File: src/rtl/pipeline_hazard_ctrl.sv
// Stall/bubble sequencer for the 5-stage pipeline: memory wait, load-use and mult/div hazards.
// Optional perf counters are built when PIPE_CTRL_PERF_CNT_EN is defined.
module pipeline_hazard_ctrl #(
    parameter int unsigned MULDIV_LAT  = 32,
    parameter int unsigned MEM_TIMEOUT = 256
) (
    input  logic        clk,
    input  logic        rst_n,
    input  logic        stall_id,
    input  logic        muldiv_id,
    input  logic        hilo_rd_id,
    input  logic        dmem_req_mem,
    input  logic        dmem_ready,
    input  logic        perf_clr,
    output logic        en_if,
    output logic        en_id,
    output logic        en_ex,
    output logic        en_mem,
    output logic        bubble_ex,
    output logic        muldiv_busy,
    output logic        muldiv_done,
    output logic        mem_timeout,
    output logic [31:0] perf_stall_cnt,
    output logic [31:0] perf_bubble_cnt
);

    localparam int unsigned MdW   = $clog2(MULDIV_LAT + 1);
    localparam int unsigned WaitW = $clog2(MEM_TIMEOUT) + 1;

    typedef enum logic [0:0] {StRun, StMemWait} state_e;

    state_e             state_q, state_d;
    logic [WaitW-1:0]   wait_cnt_q, wait_cnt_d;
    logic [MdW-1:0]     md_cnt_q;
    logic               timeout_q;

    logic mem_hold, md_hold, id_hold, md_active, md_issue, timeout_hit;

    assign md_active = (md_cnt_q != '0);
    assign mem_hold  = dmem_req_mem & ~dmem_ready;
    assign md_hold   = (muldiv_id | hilo_rd_id) & md_active;
    assign id_hold   = stall_id | md_hold;
    assign md_issue  = muldiv_id & en_id & ~bubble_ex;

    // FSM state register
    always_ff @(posedge clk or negedge rst_n) begin
        if (!rst_n) begin
            state_q    <= StRun;
            wait_cnt_q <= '0;
        end else begin
            state_q    <= state_d;
            wait_cnt_q <= wait_cnt_d;
        end
    end

    // FSM next state
    always_comb begin
        state_d    = state_q;
        wait_cnt_d = wait_cnt_q;
        case (state_q)
            StRun: begin
                if (mem_hold) begin
                    state_d    = StMemWait;
                    wait_cnt_d = WaitW'(1);
                end
            end
            StMemWait: begin
                if (dmem_ready) begin
                    state_d    = StRun;
                    wait_cnt_d = '0;
                end else if (wait_cnt_q != '1) begin
                    wait_cnt_d = wait_cnt_q + 1'b1;
                end
            end
            default: begin
                state_d    = StRun;
                wait_cnt_d = '0;
            end
        endcase
    end

    // FSM / hazard outputs; everything forced low while reset is asserted
    always_comb begin
        en_if     = 1'b0;
        en_id     = 1'b0;
        en_ex     = 1'b0;
        en_mem    = 1'b0;
        bubble_ex = 1'b0;
        if (rst_n) begin
            if (mem_hold) begin
                bubble_ex = 1'b0;
            end else if (id_hold) begin
                en_id     = 1'b1;
                en_ex     = 1'b1;
                en_mem    = 1'b1;
                bubble_ex = 1'b1;
            end else begin
                en_if  = 1'b1;
                en_id  = 1'b1;
                en_ex  = 1'b1;
                en_mem = 1'b1;
            end
        end
    end

    assign timeout_hit = (state_q == StMemWait) && (wait_cnt_q == WaitW'(MEM_TIMEOUT));
    assign mem_timeout = timeout_q | timeout_hit;

    always_ff @(posedge clk or negedge rst_n) begin
        if (!rst_n) begin
            timeout_q <= 1'b0;
        end else if (timeout_hit) begin
            timeout_q <= 1'b1;
        end
    end

    // Mult/div keeps counting through memory stalls; the unit itself is never frozen
    always_ff @(posedge clk or negedge rst_n) begin
        if (!rst_n) begin
            md_cnt_q <= '0;
        end else if (md_issue) begin
            md_cnt_q <= MdW'(MULDIV_LAT);
        end else if (md_active) begin
            md_cnt_q <= md_cnt_q - 1'b1;
        end
    end

    assign muldiv_busy = rst_n & md_active;
    assign muldiv_done = muldiv_busy & (md_cnt_q == MdW'(1));

`ifdef PIPE_CTRL_PERF_CNT_EN
    logic [31:0] stall_cnt_q, bubble_cnt_q;

    always_ff @(posedge clk or negedge rst_n) begin
        if (!rst_n) begin
            stall_cnt_q  <= '0;
            bubble_cnt_q <= '0;
        end else if (perf_clr) begin
            stall_cnt_q  <= '0;
            bubble_cnt_q <= '0;
        end else begin
            if (mem_hold && (stall_cnt_q != '1)) begin
                stall_cnt_q <= stall_cnt_q + 32'd1;
            end
            if (bubble_ex && (bubble_cnt_q != '1)) begin
                bubble_cnt_q <= bubble_cnt_q + 32'd1;
            end
        end
    end

    assign perf_stall_cnt  = stall_cnt_q;
    assign perf_bubble_cnt = bubble_cnt_q;
`else
    logic unused_perf_clr;
    assign unused_perf_clr = perf_clr;
    assign perf_stall_cnt  = 32'd0;
    assign perf_bubble_cnt = 32'd0;
`endif

endmodule

File: config.mk
export PLATFORM = sky130hd
export DESIGN_NAME = pipeline_hazard_ctrl
export DESIGN_NICKNAME = d
export VERILOG_FILES = /design/src/rtl/pipeline_hazard_ctrl.sv
export SDC_FILE = /design/constraint.sdc
export NUM_CORES = 1
export LEC_CHECK = 0
export CORE_MARGIN = 2
export CORE_UTILIZATION = 40
export DETAILED_ROUTE_END_ITERATION = 8
export PLACE_DENSITY_LB_ADDON = 0.3
export SLEW_MARGIN = 20
export SYNTH_ARGS = -nofsm -noshare
export SYNTH_HDL_FRONTEND = slang
export SYNTH_SLANG_ARGS = --single-unit
File: constraint.sdc
create_clock -name clk -period 2.4 [get_ports clk]
set_clock_uncertainty 0.05 [all_clocks]
set_input_delay 0.48 -clock clk [delete_from_list [all_inputs] [get_ports clk]]
set_output_delay 0.48 -clock clk [all_outputs]
set_load 0.02 [all_outputs]
Word level (Yosys, flattened, before mapping):

Cells that the tools add are included.

* bits in writable memories: 0
* input bits: 8
* memories: 0
* bits in registers: 17
* output and inout bits: 72
* word-level logic and storage cells: 44
* latch bits: 0
* bits in read-only memories: 0

* multipliers: 0
* bitwise gates (word level): 12
* add/subtract/negate cells: 2
* order comparisons: 0
* multiplexer cells: 17
* reduce and logical (&&, ||, !) cells: 4
* equal/unequal tests: 5
* divide/modulo/power cells: 0
* shift-type cells: 0

Operators with widths (number)
* $mux 9: 3
* $pmux 9 s2: 1
* $mux 6: 2
* $mux 1: 10
* $add 9x1->9 const B: 1
* $eq 9x9->1 const B: 1
* $ne 9x9->1 const B: 1
* $and 1x1->1: 6
* $eq 6x1->1 const B: 1
* $reduce_bool 6->1: 1
* $sub 6x1->6 const B: 1
* $ne 3x2->1 const B: 1
* $not 1->1: 3
* $or 1x1->1: 3
* $ne 2x2->1 const B: 1
* $pmux 1 s2: 1
* $reduce_and 2->1: 1
* $reduce_bool 2->1: 1
* $logic_and 1x1->1: 1

Logic depth before layout (Yosys ltp):

Gate-level depths: netlist (run 1).

* depth in word-level cells: 9
* mapped depth: 8
* depth with buffers taken out: 8

Worst setup path after synthesis (run 1):

No wires, ideal clock.

* kind: reg-to-output
* from: register md_cnt_q[0]
* to: output port bubble_ex
* path buffers: 1
* required time: 1.870 ns
* stages on the path, launching flop included: 7
* setup slack: 0.373 ns
* arrival time: 1.497 ns
* cells stage by stage: dfrtp_1 inv_1 ha_1 and3b_1 buf_4 o21ba_2 nor2b_1

* cells in the longest elaborated chain, start to end: 6

RTL lines
* start: declaration: line 34 `logic [MdW-1:0] md_cnt_q;`
* start signal: assignment: line 122 `md_cnt_q <= MdW'(MULDIV_LAT);`
* start signal: assignment: line 124 `md_cnt_q <= md_cnt_q - 1'b1;`
* $reduce_bool 6->1: line 39 `assign md_active = (md_cnt_q != '0);`
* $and 1x1->1: line 41 `assign md_hold = (muldiv_id | hilo_rd_id) & md_active;`
* $or 1x1->1: line 42 `assign id_hold = stall_id | md_hold;`
* $mux 1: line 92 `end else if (id_hold) begin`
* $mux 1: line 90 `if (mem_hold) begin`
* $mux 1: line 89 `if (rst_n) begin`
* end: declaration: line 19 `output logic bubble_ex,`

No other way between the ends.

Worst setup path after layout (run 1):

* from: register wait_cnt_q[2]
* to: output port mem_timeout

* cells in the longest elaborated chain, start to end: 3

RTL lines
* start: declaration: line 33 `logic [WaitW-1:0] wait_cnt_q, wait_cnt_d;`
* start signal: assignment: line 52 `wait_cnt_q <= wait_cnt_d;`
* $eq 9x9->1: line 106 `assign timeout_hit = (state_q == StMemWait) && (wait_cnt_q == WaitW'(MEM_TIMEOUT));`
* $logic_and 1x1->1: line 106
* $or 1x1->1: line 107 `assign mem_timeout = timeout_q | timeout_hit;`
* end: declaration: line 22 `output logic mem_timeout,`

No other way between the ends.

==> results of run 1 <==
cell usage in the layout, fill, tap and decap left out, types with 2 or more instances in the layout:
cell type	synthesis	final
sky130_fd_sc_hd__conb_1	1	64
sky130_fd_sc_hd__dfrtp_1	17	17
sky130_fd_sc_hd__buf_4	67	17
sky130_fd_sc_hd__nor2_1	13	13
sky130_fd_sc_hd__o21ai_0	9	9
sky130_fd_sc_hd__inv_1	7	7
sky130_fd_sc_hd__clkdlybuf4s50_1	0	7
sky130_fd_sc_hd__nand2_1	6	6
sky130_fd_sc_hd__ha_1	6	6
sky130_fd_sc_hd__dlygate4sd2_1	0	6
sky130_fd_sc_hd__nor3_1	4	4
sky130_fd_sc_hd__nand3_1	4	4
sky130_fd_sc_hd__a21oi_1	4	4
sky130_fd_sc_hd__and3_1	3	3
sky130_fd_sc_hd__o211ai_1	3	3
sky130_fd_sc_hd__xor2_1	3	3
sky130_fd_sc_hd__xnor2_1	3	3
sky130_fd_sc_hd__clkbuf_8	0	3
sky130_fd_sc_hd__and3b_1	2	2
sky130_fd_sc_hd__o21ba_2	2	2
sky130_fd_sc_hd__and2_1	2	2
sky130_fd_sc_hd__nor2b_1	2	2
sky130_fd_sc_hd__a41o_1	2	2
sky130_fd_sc_hd__nand4_1	2	2
sky130_fd_sc_hd__or3_1	2	2
power by group through the flow:
| stage | logic (W) | registers, W | clock network [W] |
|---|---|---|---|
| floorplan | 0.000386 | 0.000393 | 0 |
| global placement | 0.000484 | 0.000381 | 0 |
| detailed placement | 0.000490 | 0.000383 | 0 |
| CTS | 0.000484 | 0.000378 | 0.000217 |
| global route | 0.000543 | 0.000387 | 0.000231 |
| finish | 0.000480 | 0.000377 | 0.000211 |
per-layer routing:
metal	global-route usage (%)	wire, um	vias up
met5	0	0	-
met4	1.56	0	0
met3	3.08	212	0
met2	16.0	1010	50
met1	15.3	1060	465
li1	-	-	516
layout make-up:
type                    instances  area share [%]
clock buffers                   4            2.77
repair buffers                 31            16.0
well taps                      48            3.70
inverters                       7            1.62
multi-input cells             147            49.7
flip-flops and latches         17            26.2
how the worst max path moves through the flow:
stage / startpoint / endpoint / cells past startpoint
3_5_place_dp: rst_n / bubble_ex / 4
3_3_place_gp: rst_n / bubble_ex / 4
5_1_grt: md_cnt_q[3] / en_if / 6
2_1_floorplan: md_cnt_q[0] / bubble_ex / 6
6_report: wait_cnt_q[2] / mem_timeout / 3
4_1_cts: wait_cnt_q[2] / mem_timeout / 3
stage by stage:
| stage | util (%) | std cells | TNS, ps |
|---|---|---|---|
| floorplan | - | 239 | 0 |
| global placement | 42.9 | 250 | -734 |
| detailed placement | 42.9 | 250 | -679 |
| CTS | 44.1 | 254 | 0 |
| global route | 44.4 | 254 | 0 |
| finish | 44.4 | 254 | 0 |
critical path, cell delays in order, from the launching register on:
cell	delay [ps]
sky130_fd_sc_hd__dfrtp_1	430
sky130_fd_sc_hd__nor4b_4	310
sky130_fd_sc_hd__a41o_1	200
sky130_fd_sc_hd__clkdlybuf4s50_1	590
cells by family after synthesis:
group                    Yosys count
AO/OA/AOI/OAI                     23
AND/OR/NAND/NOR                   48
buffers and inverters             75
adder cells (fa/ha/maj)            6
flip-flops                        17
XOR/XNOR                           6
other                              1
timing repair:
action / 4_1_cts / 5_1_grt
hold buffers: 0 / 0
gates resized for setup: 8 / 2
endpoints found under the hold margin: 0 / 0
setup endpoints to repair: 8 / 2
state kept, by name (all words and copies together) (netlist names):
register    flops
wait_cnt_q      9
md_cnt_q        6
state_q         1
timeout_q       1
==> metrics.log, run 1 <==
[metrics] worst reg2reg path endpoint: wait_cnt_q[5]
[metrics] area of placed instances: 1570 sq um
[metrics] clock root buffer: sky130_fd_sc_hd__clkbuf_8
[metrics] type of element capturing the critical path: output pin
[metrics] post-synthesis adder-cell area fraction: 4.93%
[metrics] ANT cells: 0
[metrics] Starting Density: 41.6%
[metrics] most common library cells after synthesis: sky130_fd_sc_hd__buf_4 (67), sky130_fd_sc_hd__dfrtp_1 (17), sky130_fd_sc_hd__nor2_1 (13), sky130_fd_sc_hd__o21ai_0 (9), sky130_fd_sc_hd__inv_1 (7)
[metrics] fraction of power spent switching nets: around 38%
[metrics] type of element launching the critical path: flop
[metrics] Syn-to-layout area delta: 6.74%
[metrics] worst-path fanout max: 4
[metrics] GR Overflow Total: 0
[metrics] num rows: 22
[metrics] total power: 0.00107 W
[metrics] area of the mapped netlist: 1520 sq um
[metrics] leakage: 0.885 nW
[metrics] combined flip-flop and latch cell area: 425 sq um
[metrics] unrepaired setup endpoints after global routing: false
[metrics] final cycle utilization of the critical path: 96.7%
[metrics] number of global-route vias before repair: 813
[metrics] H-tree level count: 1
[metrics] clock network latency to the later pin of the worst-skew pair: between 200 and 300 ps
[metrics] R2R depth: 8
[metrics] clock edge transition at the registers on the reported setup and hold paths: 70 ps
[metrics] TritonCTS clock tree: done
[metrics] Sw Pwr: just over 0.0004 W
[metrics] Crit path required time: 1870 ps
[metrics] Worst Hold End: timeout_q
[metrics] data arrival time of the critical path: 1790 ps
[metrics] internal power component: about 0.00066 W
[metrics] warnings from Yosys: 0
[metrics] minimum clock period after layout: 2320 ps
[metrics] part of the power in combinational logic: between 40 and 50%
[metrics] share of the synthesized area in the top cell type: 33.1%
[metrics] Post-synth EDFFs: 0
[metrics] number of top-level design ports: 80
[metrics] launch instance of the worst min-delay path: timeout_q
[metrics] Pwr per Cell Area: 657 nW/um^2
[metrics] Port-buffer cells: 14
[metrics] count of fill cells added during filler insertion: 390
[metrics] area inside the core boundary: 3660 sq um
[metrics] area occupied by multi-input gates: just over 800 sq um
[metrics] Peak VDD IR: 0.000288 V
[metrics] residual antenna-violating net count after detailed routing: 0
[metrics] maximum number of pins on one net before global-route repair: 12
[metrics] die outline height: 65.7 um
[metrics] final design instance area without fill: about 1600 sq um
[metrics] sequential share of power: 35.3%
[metrics] worst setup path class: reg2out
[metrics] count of routing violations after the opening detailed-route iteration: 14
[metrics] gate count of the mapped netlist: 176
[metrics] clock buffers created by TritonCTS: 3
[metrics] post-route worst setup slack: 79.4 ps
[metrics] fraction of layout cells with a size suffix above 1: approximately an eighth
[metrics] vias per inst: 4.06
[metrics] most frequent cell after synthesis: sky130_fd_sc_hd__buf_4
[metrics] run status: finished clean
[metrics] post-synthesis xor/xnor area fraction: 3.45%
[metrics] maximum clock insertion buffer count: 2
[metrics] number of nets at the end of the flow: between 200 and 250
[metrics] Remaining DRCs: 0
[metrics] Fin. Hold Viols: 0
[metrics] multiplexer share of the synthesized area: 0%
[metrics] worst reg2reg setup slack: 230 ps
[metrics] most common flop cell mapped by yosys: sky130_fd_sc_hd__dfrtp_1
[metrics] final weighted congestion in routability-driven placement: 0.774
[metrics] leading cell types by total area after synthesis: sky130_fd_sc_hd__buf_4 (33%), sky130_fd_sc_hd__dfrtp_1 (28%), sky130_fd_sc_hd__ha_1 (4.9%)
[metrics] FMAX: 431 MHz
[metrics] global-route wire length before repair: ~3700 um
[metrics] cell taking the most area after synthesis: sky130_fd_sc_hd__buf_4
[metrics] Die Footprint: about 4300 sq um
[metrics] DR vias: 1031
[metrics] relative contribution of the clock network to total power: around a fifth
[metrics] routed wire length: approximately 2300 um
[metrics] detailed placer's ending HPWL: 1940 um
[metrics] number of different library cells in the post-synthesis netlist: 34
[metrics] Post-CTS Repair Setup Buffers: 0
[metrics] final worst hold slack: around 430 ps
[metrics] DIE WIDTH: about 66 um
[metrics] max capacitance violation total: 0
[metrics] final-report setup violation count: 0
[metrics] synthesized area per cell: 8.64 sq um
[metrics] detail-routed net length per standard cell: ~9 um
[metrics] combinational family with the most area after synthesis: buffers and inverters
[metrics] DP Worst Slack: -142 ps
[metrics] compound-gate portion of the synthesized area: approximately 9.9%
[metrics] total global-route track usage: 10.6%
[metrics] Final Max Tran Viols: 0
[metrics] fraction of the yosys area taken by sequential cells: 28.0%
[metrics] worst r2r src: wait_cnt_q[0]
[metrics] depth of the worst hold-timing path: 1
[metrics] Async SR Flop Fraction: 100%
[metrics] number of synthesized register bits: 17
[metrics] drt first pass iters: 2
[metrics] sinks on the clock net: 17
[metrics] number of antenna violations at the first check in global routing: 0
[metrics] area share of and/or/nand/nor cells after synthesis: 18.0%
[metrics] min-delay worst type: reg2reg
Note: power is estimated with default switching activity, not from simulation.
==> run 2: changes to the inputs <==
- CELL_PAD_IN_SITES_DETAIL_PLACEMENT: unset -> 1
- CELL_PAD_IN_SITES_GLOBAL_PLACEMENT: unset -> 1
- CORE_UTILIZATION: 40 -> 28
- GPL_TIMING_DRIVEN: unset -> 0
- PLACE_DENSITY_LB_ADDON: 0.3 -> 0.1
==> run 2 against run 1 <==
Effect of this change: clock power rose by 7%; first-iteration DRC count increased by 14%; sequential cell count did not move; global-route usage shrank 0.11 points; routed wire length is 35% higher; register-to-register slack barely moved.
==> metrics.log, run 2 (synthesis results as in run 1) <==
[metrics] run status: finished clean
[metrics] largest registers: wait_cnt_q: 9 flops, md_cnt_q: 6 flops
[metrics] Crit path required time: 1870 ps (about the same)
[metrics] Fin. Hold Viols: 0 (unchanged)
[metrics] highest-count cells in the layout ignoring fill and taps: sky130_fd_sc_hd__buf_4 (70), sky130_fd_sc_hd__conb_1 (64), sky130_fd_sc_hd__dfrtp_1 (17), sky130_fd_sc_hd__nor2_1 (13), sky130_fd_sc_hd__o21ai_0 (9)
[metrics] FMAX: 438 MHz (+1.6%)
[metrics] DR vias: 1227 (+19%)
[metrics] vias per inst: 3.73 (-8.1%)
[metrics] actual slew at the worst max-slew pin: 677 ps
[metrics] non-filler instance count after layout: 329 (+30%)
[metrics] residual antenna-violating net count after detailed routing: 0 (unchanged)
[metrics] number of top-level design ports: 80 (unchanged)
[metrics] GR Overflow Total: 0 (unchanged)
[metrics] total global-route track usage: 10.5% (-0.11 points)
[metrics] drt first pass iters: 3 (+1)
[metrics] number of flip-flops under the largest register name: 9 (unchanged)
[metrics] count of routing violations after the opening detailed-route iteration: 16 (+2)
[metrics] Remaining DRCs: 0 (unchanged)
[metrics] clock network latency to the later pin of the worst-skew pair: 260 ps (about the same)
[metrics] max capacitance violation total: 0 (unchanged)
[metrics] largest reg by FF count: wait_cnt_q
[metrics] maximum number of pins on one net before global-route repair: 22 (+10)
[metrics] Starting Density: 29.4% (-12 points)
[metrics] clock buffers created by TritonCTS: 3 (unchanged)
[metrics] worst-path fanout max: 9 (+5)
[metrics] data arrival time of the critical path: 1750 ps (-40 ps)
[metrics] detailed placer's ending HPWL: 2470 um (+27%)
[metrics] sinks on the clock net: 17 (unchanged)
[metrics] final worst hold slack: 113 ps (-319 ps)
[metrics] number of nets at the end of the flow: 274 (+24%)
[metrics] fraction of layout cells with a size suffix above 1: 33.6% (+21 points)
[metrics] Die Footprint: 6040 sq um (+40%)
[metrics] minimum clock period after layout: 2280 ps (-37.4 ps)
[metrics] Port-buffer cells: 14 (unchanged)
[metrics] TritonCTS clock tree: done
[metrics] routed wire length: 3080 um (+35%)
[metrics] DIE WIDTH: 77.7 um (+18%)
[metrics] final design instance area without fill: 2050 sq um (+26%)
[metrics] maximum clock insertion buffer count: 2 (unchanged)
[metrics] die outline height: 77.7 um (+18%)
[metrics] clock edge transition at the registers on the reported setup and hold paths: 70 ps (about the same)
[metrics] ANT cells: 0 (unchanged)
[metrics] final weighted congestion in routability-driven placement: 0.736 (-4.9%)
[metrics] count of fill cells added during filler insertion: 639 (+64%)
[metrics] most common cell after layout, fill and taps aside: sky130_fd_sc_hd__buf_4
[metrics] leakage: 1.21 nW (+37%)
[metrics] type of element launching the critical path: flop
[metrics] Pwr per Cell Area: 554 nW/um^2 (-16%)
[metrics] Peak VDD IR: 0.000233 V (-19%)
[metrics] detail-routed net length per standard cell: 9.35 um (+3.9%)
[metrics] setup TNS: 0 ps (unchanged)
[metrics] H-tree level count: 1 (unchanged)
[metrics] num rows: 26 (+18%)
[metrics] clock root buffer: sky130_fd_sc_hd__clkbuf_8
[metrics] number of antenna violations at the first check in global routing: 0 (unchanged)
[metrics] Syn-to-layout area delta: 35.0%
[metrics] final-report setup violation count: 0 (unchanged)
[metrics] unrepaired setup endpoints after global routing: false
[metrics] final cycle utilization of the critical path: 95.1% (-1.6 points)
[metrics] Final Max Tran Viols: 0 (unchanged)
[metrics] placed cell count: 323 (+29%)
[metrics] area inside the core boundary: 5170 sq um (+41%)
[metrics] number of global-route vias before repair: 1136 (+40%)
[metrics] min-delay worst type: in2async
[metrics] tightest slew margin relative to the limit: a little over half
[metrics] global-route wire length before repair: 5150 um (+41%)
[metrics] type of element capturing the critical path: output pin
[metrics] area of placed instances: 1990 sq um (+26%)
[metrics] worst setup path class: reg2out
[metrics] hold_buf cts: 0 (unchanged)
run 2: area by class of cell:
cell class                 instances  area [sq um]  share of cell area [%]
inverter                           7          26.3                    1.28
clock inverter                     1          5.00                   0.244
buffer                            68           514                    25.0
multi-input combinational        147           813                    39.6
clock buffer                       3          41.3                    2.01
timing repair buffer              16           140                    6.83
tap                               70          87.6                    4.27
sequential                        17           425                    20.7
run 2: worst paths after layout:
check	from	endpoint	slack, ps	cells after the start
worst max-delay path	md_cnt_q[0]	en_if	120	7
worst min-delay path	rst_n	md_cnt_q[2]	110	1
worst max register to register	wait_cnt_q[0]	wait_cnt_q[5]	230	8
worst min register to register	timeout_q	timeout_q	420	1
max in group asynchronous	rst_n	md_cnt_q[5]	1870	1
min in group clk	timeout_q	timeout_q	420	1
run 2: power by group:
group          total [W]  internal (W)  switching (W)  leakage [nW]
registers       0.000396      0.000344      0.0000520         0.223
clock network   0.000225      0.000116       0.000110        0.0255
logic           0.000517      0.000230       0.000287         0.966
run 2: layer usage:
metal	GRT usage, %	vias to the layer above	wire [um]
met5	0	-	0
met4	5.36	0	65
met3	1.74	4	256
met2	17.5	52	1400
met1	13.0	549	1360
li1	-	622	-
run 2: worst max-delay path: stages, from the launching register on:
cell and delay (ps):
sky130_fd_sc_hd__dfrtp_1 360, sky130_fd_sc_hd__inv_1 80, sky130_fd_sc_hd__ha_2 210, sky130_fd_sc_hd__and3b_1 160, sky130_fd_sc_hd__buf_4 160, sky130_fd_sc_hd__o21ba_2 220, sky130_fd_sc_hd__and2_1 150, sky130_fd_sc_hd__buf_2 150
run 2: timing repair:
action	CTS	global route
buffers inserted	2	0
gates resized for setup	20	7
setup endpoints to repair	8	6
run 2: per-stage QoR:
step                      total power (W)  setup slack [ps]  util [%]
after floorplan                  0.000779               373         -
after global placement           0.000872              -860      38.4
after detailed placement         0.000887              -835      38.4
after CTS                         0.00114              6.15      39.5
after global routing              0.00124              1.75      39.7
final                             0.00114               117      39.7
==> run 3: changes to the inputs <==
- CORE_MARGIN: 2 -> 3
==> run 3 against run 2 <==
Effect of this change: count of clock-buffer cells in the layout did not move; total power rose by 0.31%; routed wire length grew 1.5%; die area grew 5.2%; register-to-register slack worse by 40 ps; highest routed layer unchanged.
==> metrics.log, run 3 (synthesis results as in run 1) <==
[metrics] TritonCTS clock tree: done
[metrics] hold_buf cts: 0 (unchanged)
[metrics] largest reg by FF count: wait_cnt_q
[metrics] routed wire length: 3120 um (+1.5%)
[metrics] final-report setup violation count: 0 (unchanged)
[metrics] num rows: 26 (unchanged)
[metrics] vias per inst: 3.65 (-2.2%)
[metrics] GR Overflow Total: 0 (unchanged)
[metrics] minimum clock period after layout: 2310 ps (+25.8 ps)
[metrics] clock root buffer: sky130_fd_sc_hd__clkbuf_8
[metrics] part of the power in combinational logic: 45.1% (-0.3 points)
[metrics] detail-routed net length per standard cell: 9.49 um (+1.5%)
[metrics] relative contribution of the clock network to total power: 19.3% (-0.5 points)
[metrics] Sw Pwr: 0.000450 W (+0.23%)
[metrics] internal power component: 0.000692 W (+0.37%)
[metrics] worst reg2reg setup slack: 190 ps (-40 ps)
[metrics] Remaining DRCs: 0 (unchanged)
[metrics] Crit path required time: 1870 ps (about the same)
[metrics] unrepaired setup endpoints after global routing: false
[metrics] Fin. Hold Viols: 0 (unchanged)
[metrics] worst-path fanout max: 5 (-4)
[metrics] Cell Chain, Critical Path: clkdlybuf4s50_1 > nand2b_1 > and2_1 > buf_4 > dlygate4sd2_1
[metrics] residual antenna-violating net count after detailed routing: 0 (unchanged)
[metrics] final weighted congestion in routability-driven placement: 0.740 (+0.65%)
[metrics] area inside the core boundary: 5170 sq um (unchanged)
[metrics] Port-buffer cells: 14 (unchanged)
[metrics] Peak VDD IR: 0.000264 V (+13%)
[metrics] DIE WIDTH: 79.7 um (+2.6%)
[metrics] sinks on the clock net: 17 (unchanged)
[metrics] number of nets at the end of the flow: 274 (unchanged)
[metrics] clock edge transition at the registers on the reported setup and hold paths: 70 ps (about the same)
[metrics] total number of cells along the worst setup path: 5 (-2)
[metrics] total global-route track usage: 9.66% (-0.85 points)
[metrics] maximum number of pins on one net before global-route repair: 22 (unchanged)
[metrics] clock buffers created by TritonCTS: 3 (unchanged)
[metrics] worst setup path class: in2out
[metrics] run status: finished clean
[metrics] Pwr per Cell Area: 557 nW/um^2 (+0.50%)
[metrics] count of routing violations after the opening detailed-route iteration: 38 (+22)
[metrics] min-delay worst type: in2async
[metrics] type of element launching the critical path: input pin
[metrics] worst setup path start: dmem_req_mem
[metrics] highest-count cells in the layout ignoring fill and taps: sky130_fd_sc_hd__buf_4 (69), sky130_fd_sc_hd__conb_1 (64), sky130_fd_sc_hd__dfrtp_1 (17), sky130_fd_sc_hd__nor2_1 (13), sky130_fd_sc_hd__o21ai_0 (9)
[metrics] number of antenna violations at the first check in global routing: 0 (unchanged)
[metrics] drt first pass iters: 4 (+1)
[metrics] DP Worst Slack: -850 ps (-15.5 ps)
[metrics] highest-utilization routing layer at the global route stage: met2
[metrics] die outline height: 79.7 um (+2.6%)
[metrics] critical path capture point: en_id
[metrics] number of top-level design ports: 80 (unchanged)
[metrics] FMAX: 433 MHz (-1.1%)
[metrics] met1 track demand over resource in global routing: 12.4% (-0.56 points)
[metrics] fraction of layout cells with a size suffix above 1: 33.6% (unchanged)
[metrics] global-route wire length before repair: 5030 um (-2.4%)
[metrics] met2 global-route usage: 16.2% (-1.3 points)
[metrics] tightest slew margin relative to the limit: 55.4% (+0.99 points)
[metrics] actual slew at the worst max-slew pin: 662 ps (-14.7 ps)
[metrics] most common cell after layout, fill and taps aside: sky130_fd_sc_hd__buf_4
[metrics] clock network latency to the later pin of the worst-skew pair: 250 ps (about the same)
[metrics] max capacitance violation total: 0 (unchanged)
[metrics] DR vias: 1200 (-2.2%)
[metrics] number of flip-flops under the largest register name: 9 (unchanged)
[metrics] type of element capturing the critical path: output pin
[metrics] H-tree level count: 1 (unchanged)
[metrics] detailed placer's ending HPWL: 2550 um (+3.1%)
[metrics] count of fill cells added during filler insertion: 638 (-0.16%)
[metrics] post-route worst setup slack: 91.0 ps (-25.8 ps)
[metrics] setup TNS: 0 ps (unchanged)
[metrics] final cycle utilization of the critical path: 96.2% (+1.1 points)
[metrics] fraction of power spent switching nets: 39.4% (about the same)
[metrics] ANT cells: 0 (unchanged)
[metrics] CP bufs+invs: 3 (unchanged)
[metrics] largest registers: wait_cnt_q: 9 flops, md_cnt_q: 6 flops
[metrics] maximum clock insertion buffer count: 2 (unchanged)
[metrics] global routing usage on met3: 2.14% (+0.40 points)
[metrics] Final Max Tran Viols: 0 (unchanged)
[metrics] number of global-route vias before repair: 1153 (+1.5%)
[metrics] Starting Density: 29.4% (unchanged)
[metrics] R2R depth: 8 (unchanged)
[metrics] cell class contributing the biggest share of worst-path delay: buffers and inverters
[metrics] sequential share of power: 35.6% (+0.8 points)
[metrics] Die Footprint: 6350 sq um (+5.2%)
[metrics] worst r2r src: wait_cnt_q[0]
[metrics] non-filler instance count after layout: 329 (unchanged)
[metrics] slowest cell on the critical path: sky130_fd_sc_hd__clkdlybuf4s50_1
[metrics] worst reg2reg path endpoint: wait_cnt_q[5]
[metrics] leakage: 1.20 nW (-0.91%)
[metrics] data arrival time of the critical path: 1780 ps (+30 ps)
[metrics] maximum single-stage delay on the critical path: 520 ps (+160 ps)
[metrics] Syn-to-layout area delta: 34.7%
[metrics] placed cell count: 323 (unchanged)
==> run 3: worst register-to-register path, stage by stage (launching register included) <==
cell	delay [ps]
sky130_fd_sc_hd__dfrtp_1	410
sky130_fd_sc_hd__ha_1	220
sky130_fd_sc_hd__and3_1	190
sky130_fd_sc_hd__and3_1	170
sky130_fd_sc_hd__ha_1	230
sky130_fd_sc_hd__nand3b_4	120
sky130_fd_sc_hd__o2111ai_1	220
sky130_fd_sc_hd__or3_1	360
sky130_fd_sc_hd__a21oi_1	150
==> run 3: stage by stage <==
step	hold slack, ps	cell area (sq um)	utilization, %	total power (W)
after floorplan	134	1760	-	0.000779
after global placement	406	1990	38.4	0.000873
after detailed placement	412	1990	38.4	0.000883
after CTS	135	2040	39.4	0.00114
after global routing	150	2050	39.6	0.00124
final	122	2050	39.6	0.00114
==> run 3: worst min path at each step <==
stage	from	slack, ps	to	cells past startpoint
6_report	rst_n	120	md_cnt_q[1]	1
5_1_grt	rst_n	150	md_cnt_q[2]	1
4_1_cts	rst_n	140	md_cnt_q[4]	1
3_5_place_dp	timeout_q	410	timeout_q	1
3_3_place_gp	timeout_q	410	timeout_q	1
2_1_floorplan	rst_n	130	md_cnt_q[0]	0
==> run 3: power groups by stage <==
stage | Clock, W | Sequential, W | Combinational (W)
3_5_place_dp | 0 | 0.000410 | 0.000473
2_1_floorplan | 0 | 0.000393 | 0.000386
5_1_grt | 0.000243 | 0.000414 | 0.000584
3_3_place_gp | 0 | 0.000411 | 0.000461
4_1_cts | 0.000231 | 0.000396 | 0.000508
6_report | 0.000220 | 0.000407 | 0.000515
==> run 3: repair_timing <==
action                                  in CTS  in global routing
endpoints found under the setup margin       8                  2
setup buffers                                2                  0
resized for setup                           23                  4
==> run 3: layer usage <==
layer	wire length (um)	vias up	part of all wire (%)
li1	-	619	-
met1	1420	530	45
met2	1410	49	45
met3	270	2	8.7
met4	24	0	0.77
met5	0	-	0
==> run 3: final cells by class <==
class | instances | area (sq um) | share of cell area (%)
well taps | 70 | 87.6 | 4.27
flip-flops and latches | 17 | 425 | 20.8
repair buffers | 16 | 138 | 6.72
clock inverters | 1 | 5.00 | 0.244
clock buffers | 3 | 41.3 | 2.01
inverters | 7 | 26.3 | 1.28
multi-input cells | 147 | 812 | 39.6
plain buffers | 68 | 514 | 25.1
